==> config.mk <==
export PLATFORM = sky130hd
export DESIGN_NAME = ysyx22041405_fetch_ctrl
export DESIGN_NICKNAME = d
export VERILOG_FILES = /design/src/rtl/ysyx22041405_pkg.sv /design/src/rtl/ysyx22041405_fetch_ctrl.sv
export SDC_FILE = /design/constraint.sdc
export NUM_CORES = 1
export LEC_CHECK = 0
export BUFFER_PORTS_ARGS = -buffer_cell sky130_fd_sc_hd__buf_4
export CAP_MARGIN = 40
export CORE_UTILIZATION = 57
export CTS_CLUSTER_DIAMETER = 150
export DETAILED_ROUTE_END_ITERATION = 10
export PLACE_DENSITY = 0.94
export REMOVE_ABC_BUFFERS = 1
export SLEW_MARGIN = 20
export SYNTH_ARGS = -nofsm -noshare
export SYNTH_HDL_FRONTEND = slang
export SYNTH_SLANG_ARGS = --single-unit
==> constraint.sdc <==
create_clock -name clk -period 4.84 [get_ports clk]
set_clock_uncertainty 0.1 [all_clocks]
set_input_delay 0.968 -clock clk [delete_from_list [all_inputs] [get_ports clk]]
set_output_delay 0.968 -clock clk [all_outputs]
set_load 0.005 [all_outputs]
==> src/rtl/ysyx22041405_pkg.sv <==
// Shared types and constants for the ysyx22041405 instruction-fetch path.
package ysyx22041405_pkg;

  typedef enum logic [1:0] {
    IDLE = 2'd0,
    REQ  = 2'd1,
    WAIT = 2'd2,
    HOLD = 2'd3
  } fetch_state_t;

  localparam logic [31:0] RESET_PC_DEFAULT = 32'h8000_0000;
  // Canonical NOP (addi x0, x0, 0) for consumers that substitute on !inst_valid.
  localparam logic [31:0] INST_NOP         = 32'h0000_0013;

endpackage

==> src/rtl/ysyx22041405_fetch_ctrl.sv <==
// Multi-cycle fetch controller: one outstanding imem request, a one-entry
// instruction buffer toward decode, and redirect handling that squashes the old path.
module ysyx22041405_fetch_ctrl
  import ysyx22041405_pkg::*;
#(
  parameter int               WIDTH    = 32,
  parameter logic [WIDTH-1:0] RESET_PC = WIDTH'(RESET_PC_DEFAULT)
) (
  input  logic             clk,
  input  logic             rst,
  output logic             imem_req_valid,
  input  logic             imem_req_ready,
  output logic [WIDTH-1:0] imem_req_addr,
  input  logic             imem_rsp_valid,
  output logic             imem_rsp_ready,
  input  logic [WIDTH-1:0] imem_rsp_data,
  output logic             inst_valid,
  input  logic             inst_ready,
  output logic [WIDTH-1:0] inst,
  output logic [WIDTH-1:0] pc,
  input  logic             redirect_valid,
  input  logic [WIDTH-1:0] redirect_pc
);

  fetch_state_t     state_q, state_d;
  logic [WIDTH-1:0] fetch_pc_q, fetch_pc_d;
  logic [WIDTH-1:0] req_addr_q, req_addr_d;
  logic [WIDTH-1:0] inst_q, inst_d;
  logic [WIDTH-1:0] pc_q, pc_d;
  logic             kill_q, kill_d;
  logic [WIDTH-1:0] redirect_aligned;

  assign redirect_aligned = {redirect_pc[WIDTH-1:2], 2'b00};

  always_comb begin
    state_d    = state_q;
    fetch_pc_d = fetch_pc_q;
    kill_d     = kill_q;
    inst_d     = inst_q;
    pc_d       = pc_q;

    case (state_q)
      IDLE: state_d = REQ;
      REQ: begin
        if (imem_req_ready) state_d = WAIT;
      end
      WAIT: begin
        if (imem_rsp_valid) begin
          if (kill_q) begin
            kill_d  = 1'b0;
            state_d = REQ;
          end else begin
            inst_d     = imem_rsp_data;
            pc_d       = fetch_pc_q;
            fetch_pc_d = fetch_pc_q + WIDTH'(4);
            state_d    = HOLD;
          end
        end
      end
      HOLD: begin
        if (inst_ready) state_d = REQ;
      end
      default: state_d = IDLE;
    endcase

    // Redirect overrides everything above; any response seen this cycle is dropped.
    if (redirect_valid) begin
      fetch_pc_d = redirect_aligned;
      inst_d     = inst_q;
      pc_d       = pc_q;
      case (state_q)
        IDLE, HOLD: begin
          kill_d  = 1'b0;
          state_d = REQ;
        end
        REQ: begin
          kill_d  = 1'b1;
          state_d = imem_req_ready ? WAIT : REQ;
        end
        WAIT: begin
          if (imem_rsp_valid) begin
            kill_d  = 1'b0;
            state_d = REQ;
          end else begin
            kill_d  = 1'b1;
          end
        end
        default: state_d = IDLE;
      endcase
    end

    // A pending request keeps its address until accepted; otherwise track fetch_pc.
    if ((state_q == REQ) && (state_d == REQ)) begin
      req_addr_d = req_addr_q;
    end else begin
      req_addr_d = fetch_pc_d;
    end
  end

  always_ff @(posedge clk or negedge rst) begin
    if (!rst) begin
      state_q    <= IDLE;
      fetch_pc_q <= RESET_PC;
      req_addr_q <= RESET_PC;
      kill_q     <= 1'b0;
      inst_q     <= '0;
      pc_q       <= RESET_PC;
    end else begin
      state_q    <= state_d;
      fetch_pc_q <= fetch_pc_d;
      req_addr_q <= req_addr_d;
      kill_q     <= kill_d;
      inst_q     <= inst_d;
      pc_q       <= pc_d;
    end
  end

  assign imem_req_valid = (state_q == REQ);
  assign imem_rsp_ready = (state_q == WAIT);
  assign inst_valid     = (state_q == HOLD);
  assign imem_req_addr  = (state_q == REQ) ? req_addr_q : fetch_pc_q;
  assign inst           = inst_q;
  assign pc             = pc_q;

endmodule

Yosys cells after proc, flatten, opt, wreduce, memory -nomap -nowiden
Index checks and enable logic that the tools add are counted.
{"block": "word_totals", "reg_bits": 131, "out_inout_bits": 99, "word_cells": 39}
{"block": "classes", "mux": 19, "n_eq_ne": 4, "n_bitwise": 2, "n_reduce_logical": 7, "addsub": 1}
{"cell": "32-bit two-way mux", "n": 5}
{"cell": "32-bit by 3-bit adder with 32-bit output, second input constant", "n": 1}
{"cell": "2-bit two-way mux", "n": 7}
{"cell": "2-bit case mux with 4 select lines", "n": 1}
{"cell": "2-bit case mux with 3 select lines", "n": 1}
{"cell": "2-bit by 1-bit == test with 1-bit output, second input constant", "n": 2}
{"cell": "2-bit == test, second input constant", "n": 2}
{"cell": "1-bit two-way mux", "n": 4}
{"cell": "4-bit AND reduction", "n": 1}
{"cell": "2-bit nonzero test", "n": 2}
{"cell": "1-bit case mux with 3 select lines", "n": 1}
{"cell": "2-bit logical NOT", "n": 1}
{"cell": "1-bit inverter", "n": 2}
{"cell": "2-bit AND reduction", "n": 1}
{"cell": "2-bit OR reduction", "n": 1}
{"cell": "1-bit logical AND", "n": 1}

Longest topological paths before layout
{"block": "depth", "word_depth": 8, "mapped_depth": 9, "mapped_depth_nobuf": 7}

Worst setup path before layout
OpenSTA, ideal clock, no wires.
{"block": "synth_path", "path_kind": "flip-flop to output port", "from": "register state_q[1]", "to": "output imem_req_addr[14]", "arrival_time_ps": 1753, "setup_slack_ps": 2019, "t_required_ps": 3772, "n_path_buf": 2, "path_stages_with_launch": 6, "path_cell_list": "dfrtp_1 inv_1 ha_1 clkbuf_1 buf_1 mux2_2"}
{"block": "synth_via", "elab_chain_len": 2}
{"item": "start: declaration", "line_no": "ysyx22041405_fetch_ctrl.sv:25", "rtl": "fetch_state_t state_q, state_d;"}
{"item": "start signal: assignment", "line_no": "ysyx22041405_fetch_ctrl.sv:109", "rtl": "state_q <= state_d;"}
{"item": "2-bit by 1-bit == test with 1-bit output"}
{"item": "named net imem_req_valid", "line_no": "ysyx22041405_fetch_ctrl.sv:11", "rtl": "output logic imem_req_valid,"}
{"item": "32-bit two-way mux", "line_no": "ysyx22041405_fetch_ctrl.sv:121", "rtl": "assign imem_req_addr = (state_q == REQ) ? req_addr_q : fetch_pc_q;"}
{"item": "end: declaration", "line_no": "ysyx22041405_fetch_ctrl.sv:13", "rtl": "output logic [WIDTH-1:0] imem_req_addr,"}
The timed path passes the listed nets, and every way through them passes these cells.

Worst setup path after layout
{"block": "layout_path", "from": "register state_q[1]", "to": "output imem_req_addr[17]"}
{"block": "layout_via", "elab_chain_len": 2}
{"item": "2-bit by 1-bit == test with 1-bit output", "line_no": "ysyx22041405_fetch_ctrl.sv:121"}
{"item": "32-bit two-way mux", "line_no": "ysyx22041405_fetch_ctrl.sv:121"}
Every way passes these cells.

==> results by group <==
Final layout
  – Commonest cells after routing, fill and taps aside: buf_4 (171), dfrtp_1 (128), mux2_2 (125)
  – Synth-to-layout area growth: 32.00%
  – Ratio of cells with drive above 1 in the final layout: 50.67%
  – Antenna diode count: 0
  – Most common cell after layout, fill and taps aside: buf_4
  – Final Net Count: 734
  – Final core utilization: 77.69%
  – Fin area: 8056 um2

GRT
  – All-Layer GR Usage: 32.22%
  – Initial antenna violation count: 0
  – First-pass GRT wire length: 27,170 um
  – Largest net degree at the start of global routing: 51
  – Vias in the first global route: 5,110
  – GRT overflow: 0

Setup path
  – Crit-path max FO: 37
  – R2r setup slk: 1.66 ns
  – Worst Reg-to-Reg Cells: 7
  – Worst EP arrival: 2.40 ns
  – Type of origin of the critical path: flip-flop
  – Crit Path Category: reg -> out
  – Required @ worst endpoint: 3.77 ns
  – RR Startpoint: state_q[0]$_DFF_PN0_
  – Worst Setup End Kind: output pin
  – R2R Path End: req_addr_q[24]$_DFFE_PN0N_

Timing
  – Fin. max-slew vios: 0
  – TNS Setup: 0 ns
  – Final setup viols: 0
  – Hold Fails Final Rpt: 0
  – Max Fclk: 288.4 MHz
  – Slew HR: 39.70%
  – Ratio of final minimum period to clock period: 71.64%
  – Slew @ Worst Pin: 0.8962 ns
  – RSZ-0062 raised after global routing: false
  – Crit path time final: 3.467 ns

Yosys
  – Synth warn: 0
  – Syn Std Cell Area: 6103 um2
  – Synth cell types: 48
  – Sequential share of the synthesized area: 53.77%
  – Post-synth EDFFs: 0
  – Post-synth ARST share: 100.0%
  – Primary FF master, synth: dfrtp_1
  – #FFs+latches synth: 131
  – Cells after synthesis: 494
  – Syn Area/Cell: 12.35 um2

Clock tree
  – Post-cts resize count: 0
  – Worst-skew pair later-pin latency: 0.53 ns
  – Worst-path clk slew: 0.07 ns
  – H-tree Lvls: 4
  – CTS sink count: 131
  – CTS tree: built
  – Root buf cell: clkbuf_8
  – Num CTS Buffers: 17
  – Hold_buf cts: 0
  – Setup repair bufs after CTS: 0
  – Clk buf depth: 2

Placement
  – Global placer's final weighted congestion: 0.8164
  – Dpl hpwl: 11,050 um
  – Post-DP Area: 7487 um2
  – IO buf count: 166

Drt
  – Initial DRC count: 389
  – Router iterations before antenna repair: 5
  – DR vias/cell: 6.245
  – Per-cell routed wire length: 21.33 um
  – Detailed-route via count: 5,040
  – DRC errors left: 0
  – Routed wire length: 17,210 um
  – Post-route ant nets: 0

Min path
  – Tightest Hold Check Type: in -> async

Floorplan
  – Die height: 105.5 um
  – Core Area: 10,370 um2
  – Rows: 37
  – Die area: 11,130 um2
  – Initial Util: 58.86%
  – I/O pin count: 169
  – Die X: 105.5 um

Power and ir drop
  – Pwr dens: 570.4 nW/um2
  – Leak: 0.003718 uW
  – Worst vdd ir: 0.3653 mV

Status
  – Outcome: finished clean

Run
  – Max-cap violations: 0
==> how the worst max path moves through the flow <==
stage          slack [ns]                         end            startpoint  depth (start not counted)
6_report             1.37           imem_req_addr[17]  state_q[1]$_DFF_PN0_                          5
5_1_grt              1.30            imem_req_addr[4]  state_q[1]$_DFF_PN0_                          5
4_1_cts              1.40           imem_req_addr[19]  state_q[1]$_DFF_PN0_                          5
3_5_place_dp         1.60  req_addr_q[29]$_DFFE_PN0N_        redirect_valid                          7
3_3_place_gp         1.61  req_addr_q[14]$_DFFE_PN0N_        redirect_valid                          4
2_1_floorplan        0.36         inst[0]$_DFFE_PN0P_        imem_rsp_valid                          3
==> synth_stat cells, types with 2 or more instances <==
| cell type | instances | share of area [%] |
|---|---|---|
| ha_1 | 6 | 1.2 |
| buf_1 | 2 | 0.12 |
| nor2_1 | 21 | 1.3 |
| o31ai_1 | 9 | 1.1 |
| nand2_1 | 29 | 1.8 |
| a21oi_1 | 3 | 0.25 |
| and3_1 | 5 | 0.51 |
| dfstp_2 | 3 | 1.3 |
| and2_1 | 2 | 0.20 |
| a2bb2oi_1 | 2 | 0.29 |
| buf_2 | 6 | 0.49 |
| xnor2_1 | 6 | 0.86 |
| nor4_1 | 6 | 0.62 |
| and4_1 | 3 | 0.43 |
| clkbuf_1 | 20 | 1.2 |
| o32ai_1 | 2 | 0.29 |
| nor3_1 | 2 | 0.16 |
| xor2_1 | 4 | 0.57 |
| or4_1 | 9 | 1.1 |
| dfrtp_1 | 128 | 52 |
| nand4_1 | 14 | 1.4 |
| a31oi_1 | 14 | 1.4 |
| mux2_2 | 125 | 23 |
| nand3_1 | 11 | 0.90 |
| a211o_1 | 2 | 0.29 |
| o21ai_0 | 21 | 1.7 |
| nor2b_1 | 7 | 0.72 |
| inv_1 | 5 | 0.31 |
| or3_1 | 5 | 0.51 |
| o211ai_1 | 4 | 0.49 |
==> flip-flops by register name (all words and copies together) (netlist names) <==
name and cells:
req_addr_q 32, inst 32, kill_q 1, state_q 2, fetch_pc_q 32, pc 32
==> layer usage <==
metal	wire (um)	up-vias	GRT usage, %	part of all wire (%)
met5	0	-	0	0
met4	627	0	15.39	3.6
met3	1177	53	7.174	6.8
met2	9096	321	55.59	53
met1	6311	2500	38.19	37
li1	-	2166	-	-
==> kinds of logic after synthesis <==
group                      Yosys count  synth area share [%]
and+or+nand+nor                    122                 11.09
AOI/OAI and AO/OA                   64                 6.847
xor gates and xnor gates            10                 1.435
muxes                              127                 23.41
adders and majority gates            6                 1.230
DFF                                131                 53.77
buffers and inverters               34                 2.214
==> layout make-up <==
type	count	area, um2
sequential	131	3282
multi-input combinational	329	2714
fill	592	2313
timing repair buffer	173	1310
clock buffer	18	427.9
tap	136	170.2
clock inverter	14	130.1
inverter	6	22.52
==> through the flow <==
stage | worst slack, ns | hold WS (ns) | instances | power (uW)
after global routing | 1.303 | 0.4007 | 807 | 4785
after floorplan | 0.3633 | 0.3524 | 466 | 2478
final | 1.373 | 0.3734 | 807 | 4595
after CTS | 1.395 | 0.3885 | 806 | 4597
after global placement | 1.613 | 0.3664 | 773 | 3246
after detailed placement | 1.596 | 0.3747 | 774 | 3362
==> worst max-delay path, cell delays in order (launching register included) <==
cell     delay (ns)
dfrtp_1        0.46
inv_1          0.12
ha_2           0.21
buf_4          0.50
mux2_2         0.42
buf_4          0.15
==> power by group <==
part           switching [uW]  total [uW]  internal (uW)
Combinational             676        1680           1000
Sequential                249        1710           1460
Clock                     509        1210            700
Total                    1430        4600           3160
No activity file was read; power rests on OpenSTA's default activity.
